### src/rtl/park_gate_ctrl.sv
// Entry-gate controller: password check, timed gate opening, wrong-password
// lockout with alarm, and an occupancy counter with capacity limit.
//
// state   | meaning
// IDLE    | gate closed, waiting for a car at the front sensor
// WAIT_PW | car present, waiting for a password strobe
// OPEN    | gate open until back sensor or open timeout
// LOCKED  | too many wrong passwords, alarm raised for a fixed time
module park_gate_ctrl #(
   parameter int          PW_W        = 8,
   parameter int unsigned PASSWORD    = 253,
   parameter int          MAX_TRIES   = 3,
   parameter int          LOCK_CYCLES = 1000,
   parameter int          OPEN_CYCLES = 5000,
   parameter int          CAPACITY    = 16,
   parameter int          CNT_W       = 5
) (
   input  logic             clk,
   input  logic             rst_n,
   input  logic             car_i,
   input  logic             fr_sens_i,
   input  logic             bk_sens_i,
   input  logic [PW_W-1:0]  pswd_i,
   input  logic             pswd_vld_i,
   input  logic             exit_sens_i,
   output logic             gate_o,
   output logic             alarm_o,
   output logic             pw_err_o,
   output logic             full_o,
   output logic [CNT_W-1:0] occupancy_o
);

   localparam logic [1:0] IDLE    = 2'd0;
   localparam logic [1:0] WAIT_PW = 2'd1;
   localparam logic [1:0] OPEN    = 2'd2;
   localparam logic [1:0] LOCKED  = 2'd3;

   localparam int TMR_MAX = (OPEN_CYCLES > LOCK_CYCLES) ? OPEN_CYCLES : LOCK_CYCLES;
   localparam int TMR_W   = $clog2(TMR_MAX + 1);
   localparam int TRY_W   = $clog2(MAX_TRIES + 1);

   localparam logic [TMR_W-1:0] OPEN_LOAD = TMR_W'(OPEN_CYCLES - 1);
   localparam logic [TMR_W-1:0] LOCK_LOAD = TMR_W'(LOCK_CYCLES - 1);
   localparam logic [TRY_W-1:0] TRY_LIM   = TRY_W'(MAX_TRIES);
   localparam logic [CNT_W-1:0] CAP_V     = CNT_W'(CAPACITY);
   localparam logic [PW_W-1:0]  PW_V      = PW_W'(PASSWORD);

   logic [1:0]       state_q, state_d;
   logic [TMR_W-1:0] timer_q, timer_d;
   logic [TRY_W-1:0] tries_q, tries_d, tries_inc;
   logic [CNT_W-1:0] occ_q, occ_d;
   logic             gate_q, alarm_q, pw_err_q, pw_err_d;
   logic             occ_inc, occ_inc_ok, occ_dec;

   assign tries_inc = tries_q + TRY_W'(1);

   always_comb begin
      state_d  = state_q;
      timer_d  = timer_q;
      tries_d  = tries_q;
      pw_err_d = 1'b0;
      occ_inc  = 1'b0;
      case (state_q)
         IDLE: begin
            if (car_i && fr_sens_i && !full_o) begin
               state_d = WAIT_PW;
               tries_d = '0;
            end
         end
         WAIT_PW: begin
            // Losing the car outranks any password strobe in the same cycle.
            if (!car_i || !fr_sens_i) begin
               state_d = IDLE;
               tries_d = '0;
            end else if (pswd_vld_i) begin
               if (pswd_i == PW_V) begin
                  state_d = OPEN;
                  timer_d = OPEN_LOAD;
               end else begin
                  pw_err_d = 1'b1;
                  tries_d  = tries_inc;
                  if (tries_inc == TRY_LIM) begin
                     state_d = LOCKED;
                     timer_d = LOCK_LOAD;
                  end
               end
            end
         end
         OPEN: begin
            if (!car_i) begin
               state_d = IDLE;
            end else if (bk_sens_i) begin
               state_d = IDLE;
               occ_inc = 1'b1;
            end else if (timer_q == '0) begin
               state_d = IDLE;
            end else begin
               timer_d = timer_q - TMR_W'(1);
            end
         end
         LOCKED: begin
            if (timer_q == '0) begin
               state_d = IDLE;
               tries_d = '0;
            end else begin
               timer_d = timer_q - TMR_W'(1);
            end
         end
         default: state_d = IDLE;
      endcase
   end

   assign occ_inc_ok = occ_inc && (occ_q != CAP_V);
   assign occ_dec    = exit_sens_i && (occ_q != '0);

   always_comb begin
      occ_d = occ_q;
      if (occ_inc_ok && !occ_dec)      occ_d = occ_q + CNT_W'(1);
      else if (!occ_inc_ok && occ_dec) occ_d = occ_q - CNT_W'(1);
   end

   always_ff @(posedge clk or negedge rst_n) begin
      if (!rst_n) begin
         state_q  <= IDLE;
         timer_q  <= '0;
         tries_q  <= '0;
         occ_q    <= '0;
         gate_q   <= 1'b0;
         alarm_q  <= 1'b0;
         pw_err_q <= 1'b0;
      end else begin
         state_q  <= state_d;
         timer_q  <= timer_d;
         tries_q  <= tries_d;
         occ_q    <= occ_d;
         gate_q   <= (state_d == OPEN);
         alarm_q  <= (state_d == LOCKED);
         pw_err_q <= pw_err_d;
      end
   end

   assign gate_o      = gate_q;
   assign alarm_o     = alarm_q;
   assign pw_err_o    = pw_err_q;
   assign occupancy_o = occ_q;
   assign full_o      = (occ_q == CAP_V);

endmodule

### config.mk
export PLATFORM = sky130hd
export DESIGN_NAME = park_gate_ctrl
export DESIGN_NICKNAME = d
export VERILOG_FILES = /design/src/rtl/park_gate_ctrl.sv
export SDC_FILE = /design/constraint.sdc
export NUM_CORES = 1
export LEC_CHECK = 0
export BUFFER_PORTS_ARGS = -buffer_cell sky130_fd_sc_hd__buf_2
export CORE_UTILIZATION = 39
export DETAILED_ROUTE_END_ITERATION = 6
export HOLD_SLACK_MARGIN = 0.15
export PLACE_DENSITY = 0.6
export SKIP_LAST_GASP = 1
export SLEW_MARGIN = 20
export SYNTH_ARGS = -nofsm -noshare
export SYNTH_HDL_FRONTEND = slang
export SYNTH_SLANG_ARGS = --single-unit
### constraint.sdc
create_clock -name clk -period 7.2 [get_ports clk]
set_input_delay 1.08 -clock clk [delete_from_list [all_inputs] [get_ports clk]]
set_output_delay 1.08 -clock clk [all_outputs]
set_load 0.005 [all_outputs]
==> run metrics <==
Crit Path Max Fanout 5; Skew-Pair Late Insertion Delay 0.27 ns; htree depth 1; Max Cap Viol 0; fmax 367 MHz; crit path launch type flip-flop; cell taking the most area after synthesis dfrtp_1; largest cells by area after synthesis dfrtp_1 (40%), ha_1 (4.8%), a21oi_1 (3.8%); global route overflow 0; CP top delay family simple AND/OR/NAND/NOR gates; CTS resizes 0; die extent in x 65.6 um; HP Class reg -> reg; antenna viol nets, final 0; status complete, no violations; Buffers on Ports 23; Data arrival, critical path a little under 3 ns; Ys Warns 0; Placer Congestion 0.790; post-synthesis average cell area approximately 10 um^2; Async S/R FF share, synth 100%; IO Count 24; Worst Clk Skew 0.00222 ns; final hold viol count 0; dpl cells 224; Power, Total 0.000489 W; initial drt markers between 90 and 100; TNS Setup 0 ns; Crit path required time 7.40 ns; Final Util 46.9%; xor and xnor area share after synthesis 2.22%; Relative slew margins ~61%; Worst Tran Pin Value 0.578 ns; Slowest-stage cell, CP nor4_1; CTS tree built; Lkg Pwr around 0.80 nW; Die Area 4300 um^2; Main synth FF type dfrtp_1; # rows 22; Hold Buf Count CTS 0; Cell Area, Synth 1580 um^2; Hold Worst Slack 0.530 ns; CP cell instances nor4_1 > and2_1 > nor4_1 > ha_1 > inv_1 > ha_1 > a21o_1 > a21oi_1 > mux2i_1 > xnor2_1; register area share after synthesis 39.7%; number of global-route vias before repair 1249; largest family of logic cells by synthesized area compound AO/OA/AOI/OAI gates; dpl hpwl 2650 um; diodes inserted 0; post-synthesis mux area share 3.89%; clock buffer depth 2; top-count cell post-synth dfrtp_1; compound-gate portion of the synthesized area 23.5%; # Post-CTS Setup Buffers 0; clock root cell clkbuf_8; minimum clock period after layout 2.73 ns; VDD IR max 0.151 mV; RSZ-0062 raised after global routing false; Post-Syn Nets 180; fin. max-slew vios 0; CP endpoint kind flip-flop; via count roughly 1300; period utilization 37.9%; simple-gate share of the synthesized area roughly a fifth; Post-Synth Adder-Cell Area 6.03%; DIE HEIGHT 65.6 um; cells after synthesis 158; post-synth top area share between 30% and 40%; Post-Route WL between 3000 and 4000 um; Total GRT Usage 18.1%; vias per inst 5.80; global-route wire length before repair slightly below 6000 um; non-filler cells, final 228; final setup fails 0; share of layout cells above drive strength 1 approximately 20%; WP buf/inv 1; nets@finish 203; Sinks on Clock Net 25; wire per inst about 15 um; synthesis-stage register bit count 25; Num CTS Buffers 3; Worst path max stage delay 0.50 ns; area grow syn2layout 12.2%; Initial DRT Pass Iterations 6; total core area 3770 um^2; largest net degree at the start of global routing 26; Initial Util 41.8%; drt drc 0; number of library cell types mapped by synthesis 55; most frequent cells after synthesis dfrtp_1 (25), a21oi_1 (12), nor2_1 (11); initial antenna violation count 0; Post-synth EDFFs 0; WS Path Type reg -> reg; Clock Pin Slew Worst Setup and Hold Paths 0.09 ns; Power Density ~280 nW/um^2
## power by group
group / switching [W] / leakage, nW / internal, W
Combinational: 0.0000991 / 0.456 / 0.0000885
Clock: 0.0000442 / 0.0228 / 0.0000396
Sequential: 0.0000425 / 0.320 / 0.000175
Total: 0.000186 / 0.799 / 0.000303
## path summary, 6_finish.rpt
check	to	start	depth (start not counted)	slack, ns
setup / recovery	occupancy_o[4]$_DFFE_PN0P_	occupancy_o[0]$_DFFE_PN0P_	10	4.47
hold / removal	timer_q[3]$_DFFE_PN0P_	timer_q[3]$_DFFE_PN0P_	1	0.53
setup reg to reg	occupancy_o[4]$_DFFE_PN0P_	occupancy_o[0]$_DFFE_PN0P_	10	4.47
hold reg to reg	timer_q[3]$_DFFE_PN0P_	timer_q[3]$_DFFE_PN0P_	1	0.53
max in group asynchronous	occupancy_o[0]$_DFFE_PN0P_	rst_n	1	6.02
min in group asynchronous	state_q[0]$_DFF_PN0_	rst_n	1	0.80
## layout by cell type (no fill, tap or decap), types with 2 or more instances in the layout
cell type   n
nand4b_1    3
nand4_1     2
and2_1      2
a21o_1      4
o21ai_0     8
a22oi_1     2
nor2_1     11
clkbuf_8    3
o32ai_1     2
nand3_1     2
inv_1       9
nand2_1     7
nor4_1      4
or3_1       4
or2_2       2
mux2i_1     5
a21oi_1    12
nor3_1      5
nand3b_1    2
ha_1        6
xnor2_1     3
dfrtp_1    25
or4_1       2
buf_2      23
o2111ai_1   2
## flip-flops by register name (all words and copies together) (netlist names)
register     flops
alarm_o          1
gate_o           1
occupancy_o      5
pw_err_o         1
state_q          2
timer_q         13
tries_q          2
## cells by family after synthesis
kind of cell / after synthesis
flip-flops: 25
XOR/XNOR: 4
multiplexers: 6
AO/OA/AOI/OAI: 47
buffers and inverters: 15
AND/OR/NAND/NOR: 54
adder cells (fa/ha/maj): 7
## area by class of cell
class                           count  area (um^2)
Sequential cell                    25          626
Fill cell                         352         2000
Timing Repair Buffer               23          115
Inverter                           10         37.5
Clock buffer                        4         45.0
Multi-Input combinational cell    118          886
Tap cell                           48         60.1
## stage by stage
step | setup WS, ns | cell area (um^2)
3_3_place_gp | 4.28 | 1720
2_1_floorplan | 4.49 | 1580
3_5_place_dp | 4.22 | 1720
6_report | 4.47 | 1770
4_1_cts | 4.47 | 1770
5_1_grt | 4.23 | 1770
## layer usage
layer	part of all wire (%)	up-vias	routed length [um]	track usage, %
met3	3.6	2	127	3.47
met4	0.23	0	8	4.08
met2	49	31	1710	29.1
met5	0	-	0	0
met1	47	642	1660	24.9
li1	-	647	-	-
No activity file was read; power rests on OpenSTA's default activity.
